--- src/rtl/mem_access_if.sv ---
// Data-memory request/ready bus between the memory-access stage and the data memory.
// Single outstanding request; the master holds all request fields stable until ready.
interface mem_access_if #(
    parameter int DATA_WIDTH    = 32,
    parameter int ADDRESS_WIDTH = 32
);
    logic                     req;
    logic                     we;
    logic [ADDRESS_WIDTH-1:0] addr;
    logic [DATA_WIDTH-1:0]    wdata;
    logic [3:0]               be;
    logic                     ready;
    logic [DATA_WIDTH-1:0]    rdata;

    modport master (
        output req, we, addr, wdata, be,
        input  ready, rdata
    );

    modport slave (
        input  req, we, addr, wdata, be,
        output ready, rdata
    );
endinterface

--- src/rtl/mem_access.sv ---
// Memory-access pipeline stage: EX/MEM register, single-outstanding data-memory handshake,
// store lane formatting, load extension and MEM/WB register.
module mem_access #(
    parameter int DATA_WIDTH    = 32,
    parameter int ADDRESS_WIDTH = 32
) (
    input  logic                     clk,
    input  logic                     rst,
    input  logic                     reg_write_e,
    input  logic [1:0]               res_src_e,
    input  logic                     mem_write_e,
    input  logic [2:0]               funct3_e,
    input  logic [DATA_WIDTH-1:0]    alu_result_e,
    input  logic [DATA_WIDTH-1:0]    write_data_e,
    input  logic [4:0]               rd_e,
    input  logic [ADDRESS_WIDTH-1:0] pc_plus4_e,
    input  logic                     flush_m,
    mem_access_if.master             dmem,
    output logic [DATA_WIDTH-1:0]    alu_result_m,
    output logic [4:0]               rd_m,
    output logic                     reg_write_m,
    output logic                     stall_m,
    output logic                     misaligned_m,
    output logic                     reg_write_w,
    output logic [1:0]               res_src_w,
    output logic [DATA_WIDTH-1:0]    alu_result_w,
    output logic [DATA_WIDTH-1:0]    read_data_w,
    output logic [4:0]               rd_w,
    output logic [ADDRESS_WIDTH-1:0] pc_plus4_w
);

    typedef enum logic {ST_RUN, ST_WAIT} state_e;

    typedef struct packed {
        logic                     reg_write;
        logic [1:0]               res_src;
        logic                     mem_write;
        logic [2:0]               funct3;
        logic [DATA_WIDTH-1:0]    alu_result;
        logic [DATA_WIDTH-1:0]    write_data;
        logic [4:0]               rd;
        logic [ADDRESS_WIDTH-1:0] pc_plus4;
    } ex_mem_t;

    typedef struct packed {
        logic                     reg_write;
        logic [1:0]               res_src;
        logic [DATA_WIDTH-1:0]    alu_result;
        logic [DATA_WIDTH-1:0]    read_data;
        logic [4:0]               rd;
        logic [ADDRESS_WIDTH-1:0] pc_plus4;
    } mem_wb_t;

    state_e  state_q, state_d;
    ex_mem_t ex_mem_q, ex_mem_d;
    mem_wb_t mem_wb_q, mem_wb_d;
    logic    misaligned_q, misaligned_d;

    logic                  is_load;
    logic                  mem_op;
    logic                  misaligned;
    logic                  aligned_op;
    logic [1:0]            lane;
    logic [3:0]            store_be;
    logic [DATA_WIDTH-1:0] store_wdata;
    logic [DATA_WIDTH-1:0] rdata_shifted;
    logic [DATA_WIDTH-1:0] load_data;

    always_comb begin
        lane       = ex_mem_q.alu_result[1:0];
        is_load    = (ex_mem_q.res_src == 2'b01);
        mem_op     = ex_mem_q.mem_write | is_load;
        misaligned = ((ex_mem_q.funct3[1:0] == 2'b01) && lane[0]) ||
                     ((ex_mem_q.funct3[1:0] == 2'b10) && (lane != 2'b00));
        aligned_op = mem_op & ~misaligned;
    end

    always_comb begin
        store_be    = 4'b1111;
        store_wdata = ex_mem_q.write_data;
        case (ex_mem_q.funct3[1:0])
            2'b00: begin
                store_be    = 4'b0001 << lane;
                store_wdata = {4{ex_mem_q.write_data[7:0]}};
            end
            2'b01: begin
                store_be    = 4'b0011 << {lane[1], 1'b0};
                store_wdata = {2{ex_mem_q.write_data[15:0]}};
            end
            default: ;
        endcase
    end

    // Halfword loads are always at lane 0 or 2 once aligned, so one byte-granular shift serves both sizes.
    always_comb begin
        rdata_shifted = dmem.rdata >> {lane, 3'b000};
        case (ex_mem_q.funct3)
            3'b000:  load_data = {{24{rdata_shifted[7]}}, rdata_shifted[7:0]};
            3'b001:  load_data = {{16{rdata_shifted[15]}}, rdata_shifted[15:0]};
            3'b100:  load_data = {24'd0, rdata_shifted[7:0]};
            3'b101:  load_data = {16'd0, rdata_shifted[15:0]};
            default: load_data = dmem.rdata;
        endcase
    end

    always_ff @(posedge clk) begin
        if (rst) begin
            state_q      <= ST_RUN;
            ex_mem_q     <= '0;
            mem_wb_q     <= '0;
            misaligned_q <= 1'b0;
        end else begin
            state_q      <= state_d;
            ex_mem_q     <= ex_mem_d;
            mem_wb_q     <= mem_wb_d;
            misaligned_q <= misaligned_d;
        end
    end

    always_comb begin
        state_d = state_q;
        case (state_q)
            ST_RUN:  if (aligned_op && !dmem.ready) state_d = ST_WAIT;
            ST_WAIT: if (dmem.ready) state_d = ST_RUN;
            default: state_d = ST_RUN;
        endcase
    end

    always_comb begin
        dmem.req   = 1'b0;
        stall_m    = 1'b0;
        dmem.we    = 1'b0;
        dmem.addr  = '0;
        dmem.be    = '0;
        dmem.wdata = '0;
        case (state_q)
            ST_RUN: begin
                dmem.req = aligned_op;
                stall_m  = aligned_op & ~dmem.ready;
            end
            ST_WAIT: begin
                dmem.req = 1'b1;
                stall_m  = ~dmem.ready;
            end
            default: ;
        endcase
        // EX/MEM is frozen while stalled, so the request fields stay stable without extra holding flops.
        if (dmem.req) begin
            dmem.we    = ex_mem_q.mem_write;
            dmem.addr  = {ex_mem_q.alu_result[ADDRESS_WIDTH-1:2], 2'b00};
            dmem.be    = ex_mem_q.mem_write ? store_be : 4'b1111;
            dmem.wdata = ex_mem_q.mem_write ? store_wdata : '0;
        end
    end

    always_comb begin
        ex_mem_d = ex_mem_q;
        if (!stall_m) begin
            ex_mem_d.reg_write  = reg_write_e;
            ex_mem_d.res_src    = res_src_e;
            ex_mem_d.mem_write  = mem_write_e;
            ex_mem_d.funct3     = funct3_e;
            ex_mem_d.alu_result = alu_result_e;
            ex_mem_d.write_data = write_data_e;
            ex_mem_d.rd         = rd_e;
            ex_mem_d.pc_plus4   = pc_plus4_e;
            if (flush_m) begin
                ex_mem_d.reg_write = 1'b0;
                ex_mem_d.mem_write = 1'b0;
                ex_mem_d.res_src   = 2'b00;
                ex_mem_d.rd        = 5'd0;
            end
        end
    end

    always_comb begin
        mem_wb_d     = '0;
        misaligned_d = mem_op & misaligned;
        if (!stall_m && !(mem_op && misaligned)) begin
            mem_wb_d.reg_write  = ex_mem_q.reg_write;
            mem_wb_d.res_src    = ex_mem_q.res_src;
            mem_wb_d.alu_result = ex_mem_q.alu_result;
            mem_wb_d.read_data  = is_load ? load_data : '0;
            mem_wb_d.rd         = ex_mem_q.rd;
            mem_wb_d.pc_plus4   = ex_mem_q.pc_plus4;
        end
    end

    always_comb begin
        alu_result_m = ex_mem_q.alu_result;
        rd_m         = ex_mem_q.rd;
        reg_write_m  = ex_mem_q.reg_write;
        misaligned_m = misaligned_q;
        reg_write_w  = mem_wb_q.reg_write;
        res_src_w    = mem_wb_q.res_src;
        alu_result_w = mem_wb_q.alu_result;
        read_data_w  = mem_wb_q.read_data;
        rd_w         = mem_wb_q.rd;
        pc_plus4_w   = mem_wb_q.pc_plus4;
    end

endmodule
--- src/flat_wrapper.sv ---
// flat-port wrapper written by rule: the top's interface ports become plain ports
module mem_access_flat 
#(
    parameter int DATA_WIDTH    = 32,
    parameter int ADDRESS_WIDTH = 32
)
  (clk, rst, reg_write_e, res_src_e, mem_write_e, funct3_e, alu_result_e, write_data_e, rd_e, pc_plus4_e, flush_m, alu_result_m, rd_m, reg_write_m, stall_m, misaligned_m, reg_write_w, res_src_w, alu_result_w, read_data_w, rd_w, pc_plus4_w, dmem_req, dmem_we, dmem_addr, dmem_wdata, dmem_be, dmem_ready, dmem_rdata);
  mem_access_if #(.DATA_WIDTH(DATA_WIDTH), .ADDRESS_WIDTH(ADDRESS_WIDTH)) dmem_i ();
  input  logic clk;
  input  logic rst;
  input  logic reg_write_e;
  input  logic [1:0] res_src_e;
  input  logic mem_write_e;
  input  logic [2:0] funct3_e;
  input  logic [DATA_WIDTH-1:0] alu_result_e;
  input  logic [DATA_WIDTH-1:0] write_data_e;
  input  logic [4:0] rd_e;
  input  logic [ADDRESS_WIDTH-1:0] pc_plus4_e;
  input  logic flush_m;
  output logic [DATA_WIDTH-1:0] alu_result_m;
  output logic [4:0] rd_m;
  output logic reg_write_m;
  output logic stall_m;
  output logic misaligned_m;
  output logic reg_write_w;
  output logic [1:0] res_src_w;
  output logic [DATA_WIDTH-1:0] alu_result_w;
  output logic [DATA_WIDTH-1:0] read_data_w;
  output logic [4:0] rd_w;
  output logic [ADDRESS_WIDTH-1:0] pc_plus4_w;
  output wire logic [$bits(dmem_i.req)-1:0] dmem_req;
  output wire logic [$bits(dmem_i.we)-1:0] dmem_we;
  output wire logic [$bits(dmem_i.addr)-1:0] dmem_addr;
  output wire logic [$bits(dmem_i.wdata)-1:0] dmem_wdata;
  output wire logic [$bits(dmem_i.be)-1:0] dmem_be;
  input wire logic [$bits(dmem_i.ready)-1:0] dmem_ready;
  input wire logic [$bits(dmem_i.rdata)-1:0] dmem_rdata;
  assign dmem_req = dmem_i.req;
  assign dmem_we = dmem_i.we;
  assign dmem_addr = dmem_i.addr;
  assign dmem_wdata = dmem_i.wdata;
  assign dmem_be = dmem_i.be;
  assign dmem_i.ready = dmem_ready;
  assign dmem_i.rdata = dmem_rdata;
  mem_access #(.DATA_WIDTH(DATA_WIDTH), .ADDRESS_WIDTH(ADDRESS_WIDTH)) u_core (.clk(clk), .rst(rst), .reg_write_e(reg_write_e), .res_src_e(res_src_e), .mem_write_e(mem_write_e), .funct3_e(funct3_e), .alu_result_e(alu_result_e), .write_data_e(write_data_e), .rd_e(rd_e), .pc_plus4_e(pc_plus4_e), .flush_m(flush_m), .dmem(dmem_i), .alu_result_m(alu_result_m), .rd_m(rd_m), .reg_write_m(reg_write_m), .stall_m(stall_m), .misaligned_m(misaligned_m), .reg_write_w(reg_write_w), .res_src_w(res_src_w), .alu_result_w(alu_result_w), .read_data_w(read_data_w), .rd_w(rd_w), .pc_plus4_w(pc_plus4_w));
endmodule
--- config.mk ---
export PLATFORM = sky130hd
export DESIGN_NAME = mem_access_flat
export DESIGN_NICKNAME = d
export VERILOG_FILES = /design/src/rtl/mem_access_if.sv /design/src/rtl/mem_access.sv /design/src/flat_wrapper.sv
export SDC_FILE = /design/constraint.sdc
export NUM_CORES = 1
export LEC_CHECK = 0
export ABC_AREA = 1
export CAP_MARGIN = 20
export CORE_MARGIN = 1.5
export CORE_UTILIZATION = 46
export DETAILED_ROUTE_END_ITERATION = 6
export PLACE_DENSITY_LB_ADDON = 0.05
export SLEW_MARGIN = 20
export SYNTH_ARGS = -nofsm -noshare
export SYNTH_HDL_FRONTEND = slang
export SYNTH_SLANG_ARGS = --single-unit
--- constraint.sdc ---
create_clock -name clk -period 2.89 [get_ports clk]
set_input_delay 0.578 -clock clk [delete_from_list [all_inputs] [get_ports clk]]
set_output_delay 0.578 -clock clk [all_outputs]
set_load 0.03 [all_outputs]
==> results.tsv, run 1 <==
metric	value	unit
fin_tns_setup	0	ns
postSynthAreaPerCell	7.258	um^2
numCtsBuffers	24	
via_per_inst	4.797	
ys_types	24	
first_iter_violations	498	
first_global_vias	7729	
hp-class	reg -> reg	
seqPwrFrac	42.3	%
coreArea	0.01796	mm^2
ir_drop	0.0005051	V
dr.pass1.iters	6	
critPathLaunchType	register	
drv_slew	0	
area_growth	49.04	%
grt_antenna_before_repair	2	
dieWidth	138.3	um
p_sw	2104	uW
final-setup-viol-count	0	
routed_wl	26290	um
internal-power	5505	uW
globalplace.congestion	0.8642	
clock_path_buffers	3	
arrival	2.23	ns
drive_above_1_share	7.781	%
grt_first_pass_wirelength	41360	um
r2r_slack	0.69	ns
period_share	97.19	%
grt_max_degree	101	
power_density	606.4	mW/mm^2
slowest_stage	dfxtp_1	
cts-hold-fix-buffers	0	
status	finished clean	
fmax	0.3560	GHz
cp_max_fo	11	
p_leak	0.005993	uW
multi_input_area	0.003034	mm^2
place_area	0.01179	mm^2
worstSkewPairLatency	0.52	ns
crit_top_cell	nor2_1	
synth_warnings	0	
final_common_cell	nand2_1	
final_nets	1604	
cap_violations	0	
port_buffers	355	
finalHoldViolations	0	
max_stage_delay	0.33	ns
instances_no_fill	1709	
crit_type	reg -> out	
clkTransAtPathRegs	0.06	ns
seq_area	0.004285	mm^2
remaining_drc_errors	0	
ant_nets	0	
hpwl	18420	um
core.rowCount	49	
stdcell_area	0.01255	mm^2
overflow	0	
root_buffer	clkbuf_16	
track_usage	26.64	%
slew_headroom	57.47	%
p_clk_share	40.1	%
hold-worst-slack	0.4242	ns
async_flop_share	0	%
synth_area	0.008419	mm^2
finClkSkew	0.007214	ns
start_util	46.87	%
avgRoutedWirePerCell	15.38	um
die_h	138.3	um
synth_seq_cells	214	
critPathRequiredTime	2.31	ns
ys.flop_type	dfxtp_1	
cts.sink_count	214	
p_sw_share	27.65	%
pwr-share-comb	17.7	%
place_inst	1660	
tightest_slew	0.6379	ns
synth_edf_count	0	
htree_levels	1	
final.min_clock_period	2.809	ns
num-fill-cells	1557	
crit_chain	inv_4 -> nor2_1 -> nand2_1 -> nand3_1 -> nand2_2 -> inv_2 -> nor2_8 -> clkinvlp_4 -> nor2_1 -> clkdlybuf4s15_2	
cts_tree	built	
syn-instance-count	1160	
dieArea	0.01912	mm^2
via_count	8198	
yosysSeqAreaShare	50.88	%
end_kind	primary output	
ios	358	
layout_common_cells	316 x nand2_1, 286 x clkdlybuf4s50_1, 213 x dfxtp_1	
==> path summary, 6_finish.rpt <==
check / end / startpoint / cells past startpoint
max: dmem_wdata[5] / u_core.ex_mem_q[102] / 10
min: u_core.pc_plus4_w[3] / u_core.ex_mem_q[3] / 2
max reg2reg: u_core.read_data_w[31] / u_core.ex_mem_q[102] / 8
min reg2reg: u_core.pc_plus4_w[3] / u_core.ex_mem_q[3] / 2
==> timing repair <==
action                                  in CTS  in global routing
setup buffers                                0                  2
cloned                                       0                  1
resized for setup                           77                 21
pin swaps                                    0                  1
endpoints found under the setup margin      49                 18
==> metrics by stage <==
| stage | setup WS [ns] | util (%) | total power (uW) |
|---|---|---|---|
| after floorplan | 0.5250 | - | 4068 |
| after global placement | 0.3211 | 65.63 | 4614 |
| after detailed placement | 0.2427 | 65.63 | 4636 |
| after CTS | 0.002538 | 69.99 | 7674 |
| after global routing | -0.03436 | 69.85 | 7923 |
| final | 0.08119 | 69.85 | 7609 |
==> power by group through the flow <==
stage | clock network, uW | registers [uW] | logic (uW)
CTS | 3110 | 3210 | 1350
global placement | 0 | 3270 | 1340
detailed placement | 0 | 3280 | 1360
floorplan | 0 | 3380 | 689
finish | 3050 | 3220 | 1350
global route | 3230 | 3230 | 1460
==> cell type report <==
type                       count  share of cell area [%]
clock buffer                  31                   5.394
tap                          229                   2.283
multi-input combinational    709                   24.18
timing repair inverter         1                 0.05983
antenna                        2                 0.03988
clock inverter                13                   1.007
sequential                   214                   34.15
inverter                     134                   4.068
timing repair buffer         376                   28.82
==> logic make-up (layout without fill, tap and decap cells) <==
family / after synthesis / in the layout / synth area share [%]
AND/OR/NAND/NOR: 651 / 651 / 31.88
buffers and inverters: 238 / 555 / 13.21
flip-flops: 214 / 214 / 50.88
AO/OA/AOI/OAI: 56 / 56 / 3.983
other: 1 / 4 / 0.04454
==> sequential cells by signal, indices dropped and copies added, names as in the netlist <==
register	cells
u_core.pc_plus4_w	32
u_core.reg_write_w	1
u_core.misaligned_m	1
u_core.res_src_w	2
u_core.read_data_w	32
u_core.reg_write_m	1
u_core.rd_m	5
u_core.state_q	1
u_core.alu_result_w	32
u_core.ex_mem_q	70
u_core.rd_w	5
u_core.alu_result_m	32
==> worst max-delay path, delay by kind of cell, from the launching register on <==
kind | cells | cell delay, ns
and+or+nand+nor | 6 | 0.66
buffers and inverters | 4 | 0.72
DFF | 1 | 0.33
==> cells in the mapped netlist (4+ instances only) <==
master     count  area share, %
a21oi_1       16           0.95
a22oi_1        7           0.62
buf_1          8           0.36
buf_2         34            2.0
buf_4         47            4.2
clkbuf_1      15           0.67
dfxtp_1      214             51
inv_1        130            5.8
inv_2          4           0.18
nand2_1      317             14
nand2_2        4           0.30
nand3_1      109            6.5
nand3b_1       7           0.62
nand4_1        8           0.59
nor2_1       200            8.9
o2111ai_1      7           0.73
o21ai_0       18            1.1
o22ai_1        7           0.52
==> per-layer routing <==
metal	global-route usage, %	wire, um	vias to the layer above
li1	-	-	4104
met3	7.343	2335	64
met2	44.25	12430	349
met1	32.47	10490	3681
met5	0	0	-
met4	11.41	1027	0
Note: power is estimated with default switching activity, not from simulation.
==> inputs of run 2 (changes only) <==
Settings changed: CTS_CLUSTER_SIZE from default to 40, PLACE_DENSITY from default to 0.86, PLACE_DENSITY_LB_ADDON 0.05 to default.
==> results.tsv, run 2 (synthesized netlist as in run 1, its figures left out) <==
metric	value	unit
rsz0062_at_grt	no	
hpwl	19040	um
port_buffers	355	
cp_max_fo	36	
status	finished clean	
crit_type	reg -> out	
via_count	8386	
final-setup-viol-count	0	
tightest_slew	0.5259	ns
area_growth	47.79	%
multi_input_area	0.003034	mm^2
hold-worst-slack	0.4263	ns
worstSkewPairLatency	0.50	ns
final_nets	1605	
seq_area	0.004284	mm^2
numCtsBuffers	23	
rr_worst_depth	10	
postLayoutCoreUtil	69.27	%
instances_no_fill	1707	
root_buffer	clkbuf_16	
fmax	0.3629	GHz
final.min_clock_period	2.756	ns
track_usage	27.44	%
cts.sink_count	214	
endpoint	dmem_addr[22]	
cts-hold-fix-buffers	0	
first_global_vias	8088	
power_density	596.4	mW/mm^2
finalHoldViolations	0	
place_area	0.01181	mm^2
first_iter_violations	680	
ios	358	
end_kind	primary output	
avgRoutedWirePerCell	15.83	um
die_h	138.3	um
regMostFlops	u_core.ex_mem_q	
ant_nets	0	
critPathLaunchType	register	
stdcell_area	0.01244	mm^2
slew_headroom	64.94	%
overflow	0	
critPathRequiredTime	2.31	ns
grt_antenna_before_repair	1	
drv_slew	0	
worstReg2RegStart	u_core.ex_mem_q[101]	
period_share	95.35	%
place_inst	1662	
layout_common_cells	316 x nand2_1, 286 x clkdlybuf4s50_1, 214 x dfxtp_1	
hp-class	reg -> reg	
core.rowCount	49	
grt_max_degree	112	
startpoint	u_core.ex_mem_q[101]	
dieArea	0.01912	mm^2
htree_levels	1	
ir_drop	0.0004810	V
finClkSkew	0.01375	ns
clock_path_buffers	3	
remaining_drc_errors	0	
dieWidth	138.3	um
routed_wl	27020	um
dr.pass1.iters	5	
grt_first_pass_wirelength	42730	um
globalplace.congestion	0.9077	
p_leak	0.005967	uW
coreArea	0.01796	mm^2
start_util	46.87	%
r2r_slack	0.41	ns
num-fill-cells	1460	
fin_tns_setup	0	ns
clkTransAtPathRegs	0.06	ns
arrival	2.18	ns
drive_above_1_share	7.510	%
largest_reg_flops	70	
cts_tree	built	
antennaDiodeCount	0	
via_per_inst	4.913	
final_common_cell	nand2_1	
cap_violations	0	
r2r-end	u_core.alu_result_w[24]	
==> run 2: cell count changes in the layout (fill, tap and decap cells not counted), moves of 3 or more <==
cell	delta
clkdlybuf4s15_2	-5
clkbuf_1	+3
clkinv_2	-3
clkbuf_2	+5
==> run 2: metrics by stage <==
step	power, uW	setup slack (ns)
after floorplan	4068	0.5250
after global placement	4625	0.3000
after detailed placement	4652	0.2266
after CTS	7451	0.0007259
after global routing	7710	0.002085
final	7421	0.1343
==> run 2: how the worst min path moves through the flow <==
stage                        startpoint               endpoint  slack, ns  depth (start not counted)
CTS                 u_core.ex_mem_q[31]  u_core.pc_plus4_w[31]       0.43                          2
finish              u_core.ex_mem_q[31]  u_core.pc_plus4_w[31]       0.43                          2
global route        u_core.ex_mem_q[31]  u_core.pc_plus4_w[31]       0.44                          2
floorplan            u_core.ex_mem_q[0]   u_core.pc_plus4_w[0]       0.41                          2
detailed placement   u_core.ex_mem_q[7]   u_core.pc_plus4_w[7]       0.42                          2
global placement     u_core.ex_mem_q[5]   u_core.pc_plus4_w[5]       0.41                          2
==> run 2: area by class of cell <==
| type | count | share of cell area (%) |
|---|---|---|
| flip-flops and latches | 214 | 34.43 |
| repair buffers | 378 | 28.91 |
| multi-input cells | 709 | 24.38 |
| clock buffers | 31 | 5.108 |
| inverters | 134 | 4.082 |
| well taps | 229 | 2.303 |
| clock inverters | 11 | 0.7240 |
| repair inverters | 1 | 0.06033 |
==> run 2: repair_timing <==
action / CTS / global route
pin swaps: 0 / 1
resized for setup: 72 / 25
buffers inserted: 0 / 2
endpoints found under the setup margin: 50 / 47
cloned: 0 / 1
==> run 2: layer usage <==
metal  global-route usage (%)  part of all wire, %
met1                    33.14                   39
met2                    46.82                   47
met3                    7.066                  9.7
met4                    10.75                  3.9
met5                        0                    0
==> run 2: where the power goes <==
group	switching, uW	internal [uW]
sequential	92.5	3120
clock	1200	1640
combinational	815	552
==> run 2: worst max-delay path: stages, from the launching register on <==
cell and delay (ns):
dfxtp_1 0.35, buf_4 0.16, nand3_1 0.10, nand3_1 0.11, nand2_2 0.06, inv_2 0.11
buf_6 0.29, nor2_1 0.09, dlygate4sd2_1 0.37
==> inputs of run 3 (changes only) <==
Settings changed: CTS_CLUSTER_SIZE 40 to 16.
==> results.tsv, run 3 (synthesized netlist as in run 1, its figures left out) <==
metric	value	unit
area_growth	47.79	%
first_global_vias	8084	
hp-class	reg -> reg	
via_per_inst	4.935	
final.min_clock_period	2.750	ns
clock_path_buffers	3	
cts_tree	built	
largest_reg_flops	70	
ant_nets	0	
seqPwrFrac	43.4	%
globalplace.congestion	0.9077	
internal-power	5317	uW
hold-worst-slack	0.4276	ns
fin_tns_setup	0	ns
r2r-end	u_core.alu_result_w[24]	
worstReg2RegStart	u_core.ex_mem_q[101]	
htree_levels	1	
grt_antenna_before_repair	1	
place_inst	1662	
drv_slew	0	
avgRoutedWirePerCell	15.79	um
layout_common_cells	316 x nand2_1, 286 x clkdlybuf4s50_1, 214 x dfxtp_1	
coreArea	0.01796	mm^2
crit_top_cell	nand3_1	
cp_max_fo	36	
status	finished clean	
worstSkewPairLatency	0.50	ns
root_buffer	clkbuf_16	
overflow	0	
core.rowCount	49	
slew_headroom	65.08	%
ios	358	
p_clk_share	38.2	%
finClkSkew	0.01263	ns
p_sw	2098	uW
grt_max_degree	112	
period_share	95.14	%
min_from	u_core.ex_mem_q[24]	
worst-path-buf-inv	4	
critPathRequiredTime	2.31	ns
antennaDiodeCount	0	
clkTransAtPathRegs	0.06	ns
end_kind	primary output	
tightest_slew	0.5238	ns
hpwl	19040	um
final-setup-viol-count	0	
instances_no_fill	1707	
critPathLaunchType	register	
remaining_drc_errors	0	
p_sw_share	28.29	%
finalHoldViolations	0	
port_buffers	355	
cap_violations	0	
crit_type	reg -> out	
final_nets	1605	
numCtsBuffers	23	
rsz0062_at_grt	no	
slowest_stage	dlygate4sd2_1	
fmax	0.3637	GHz
first_iter_violations	699	
routed_wl	26960	um
pwr-share-comb	18.4	%
postLayoutCoreUtil	69.27	%
max_stage_delay	0.37	ns
r2r_slack	0.42	ns
dieWidth	138.3	um
ir_drop	0.0004816	V
hold-path-endpoint	u_core.pc_plus4_w[24]	
track_usage	27.44	%
die_h	138.3	um
dieArea	0.01912	mm^2
arrival	2.17	ns
power_density	595.9	mW/mm^2
crit_chain	buf_4 -> nand3_1 -> nand3_1 -> nand2_2 -> inv_2 -> buf_6 -> nor2_1 -> dlygate4sd2_1	
p_leak	0.005967	uW
start_util	46.87	%
via_count	8424	
regMostFlops	u_core.ex_mem_q	
cts-hold-fix-buffers	0	
fin_ws	0.1405	ns
place_worst_setup_slack	0.2266	ns
cp_top_family	buffers and inverters	
holdPathStages	2	
rr_worst_depth	10	
dr.pass1.iters	5	
final_common_cell	nand2_1	
cts.sink_count	214	
drive_above_1_share	7.510	%
grt_first_pass_wirelength	42730	um
run 3: worst reg2reg max path: cells and delay by family (launching register included):
kind / cells / cell delay, ns
flip-flops: 1 / 0.35
buffers and inverters: 4 / 1.09
AND/OR/NAND/NOR: 6 / 0.96
run 3: metrics by stage:
step | total power (uW) | cell area [um^2]
after floorplan | 4068 | 8423
after global routing | 7710 | 12440
final | 7415 | 12440
after CTS | 7451 | 12500
after global placement | 4625 | 11810
after detailed placement | 4652 | 11810
run 3: how the worst max path moves through the flow:
stage / cells past startpoint / slack [ns] / startpoint / to
floorplan: 10 / 0.52 / u_core.alu_result_m[1] / dmem_wdata[16]
global placement: 10 / 0.30 / u_core.alu_result_m[1] / dmem_wdata[7]
detailed placement: 10 / 0.23 / u_core.alu_result_m[1] / dmem_wdata[4]
CTS: 10 / 0.0007 / u_core.alu_result_m[1] / dmem_wdata[7]
global route: 9 / 0.002 / u_core.ex_mem_q[106] / dmem_addr[26]
finish: 8 / 0.14 / u_core.ex_mem_q[101] / dmem_addr[22]
run 3: metal layers:
layer  track usage (%)  vias to the layer above  share of wire, %
met5                 0                        -                 0
met4             10.75                        0               4.0
met3             7.066                       77               9.6
met2             46.82                      446                48
met1             33.14                     3801                39
li1                  -                     4100                 -
run 3: area by class of cell:
cell class	count	area (um^2)
Clock inverter	11	90.09
Timing Repair inverter	1	7.507
Timing Repair Buffer	378	3597
Sequential cell	214	4284
Fill cell	1460	5520
Inverter	134	508.0
Multi-Input combinational cell	709	3034
Tap cell	229	286.5
Clock buffer	31	635.6
run 3: power groups by stage:
stage	logic, uW	clock network (uW)	registers (uW)
after floorplan	689	0	3380
after global placement	1350	0	3270
after detailed placement	1370	0	3280
after CTS	1360	2870	3210
after global routing	1470	3010	3230
final	1370	2830	3220
run 3: repair_timing:
item / CTS / global route
gates resized for setup: 72 / 25
buffers inserted: 0 / 2
setup endpoints to repair: 50 / 47
gates cloned: 0 / 1
endpoints found under the hold margin: 0 / 0
pin swaps: 0 / 1
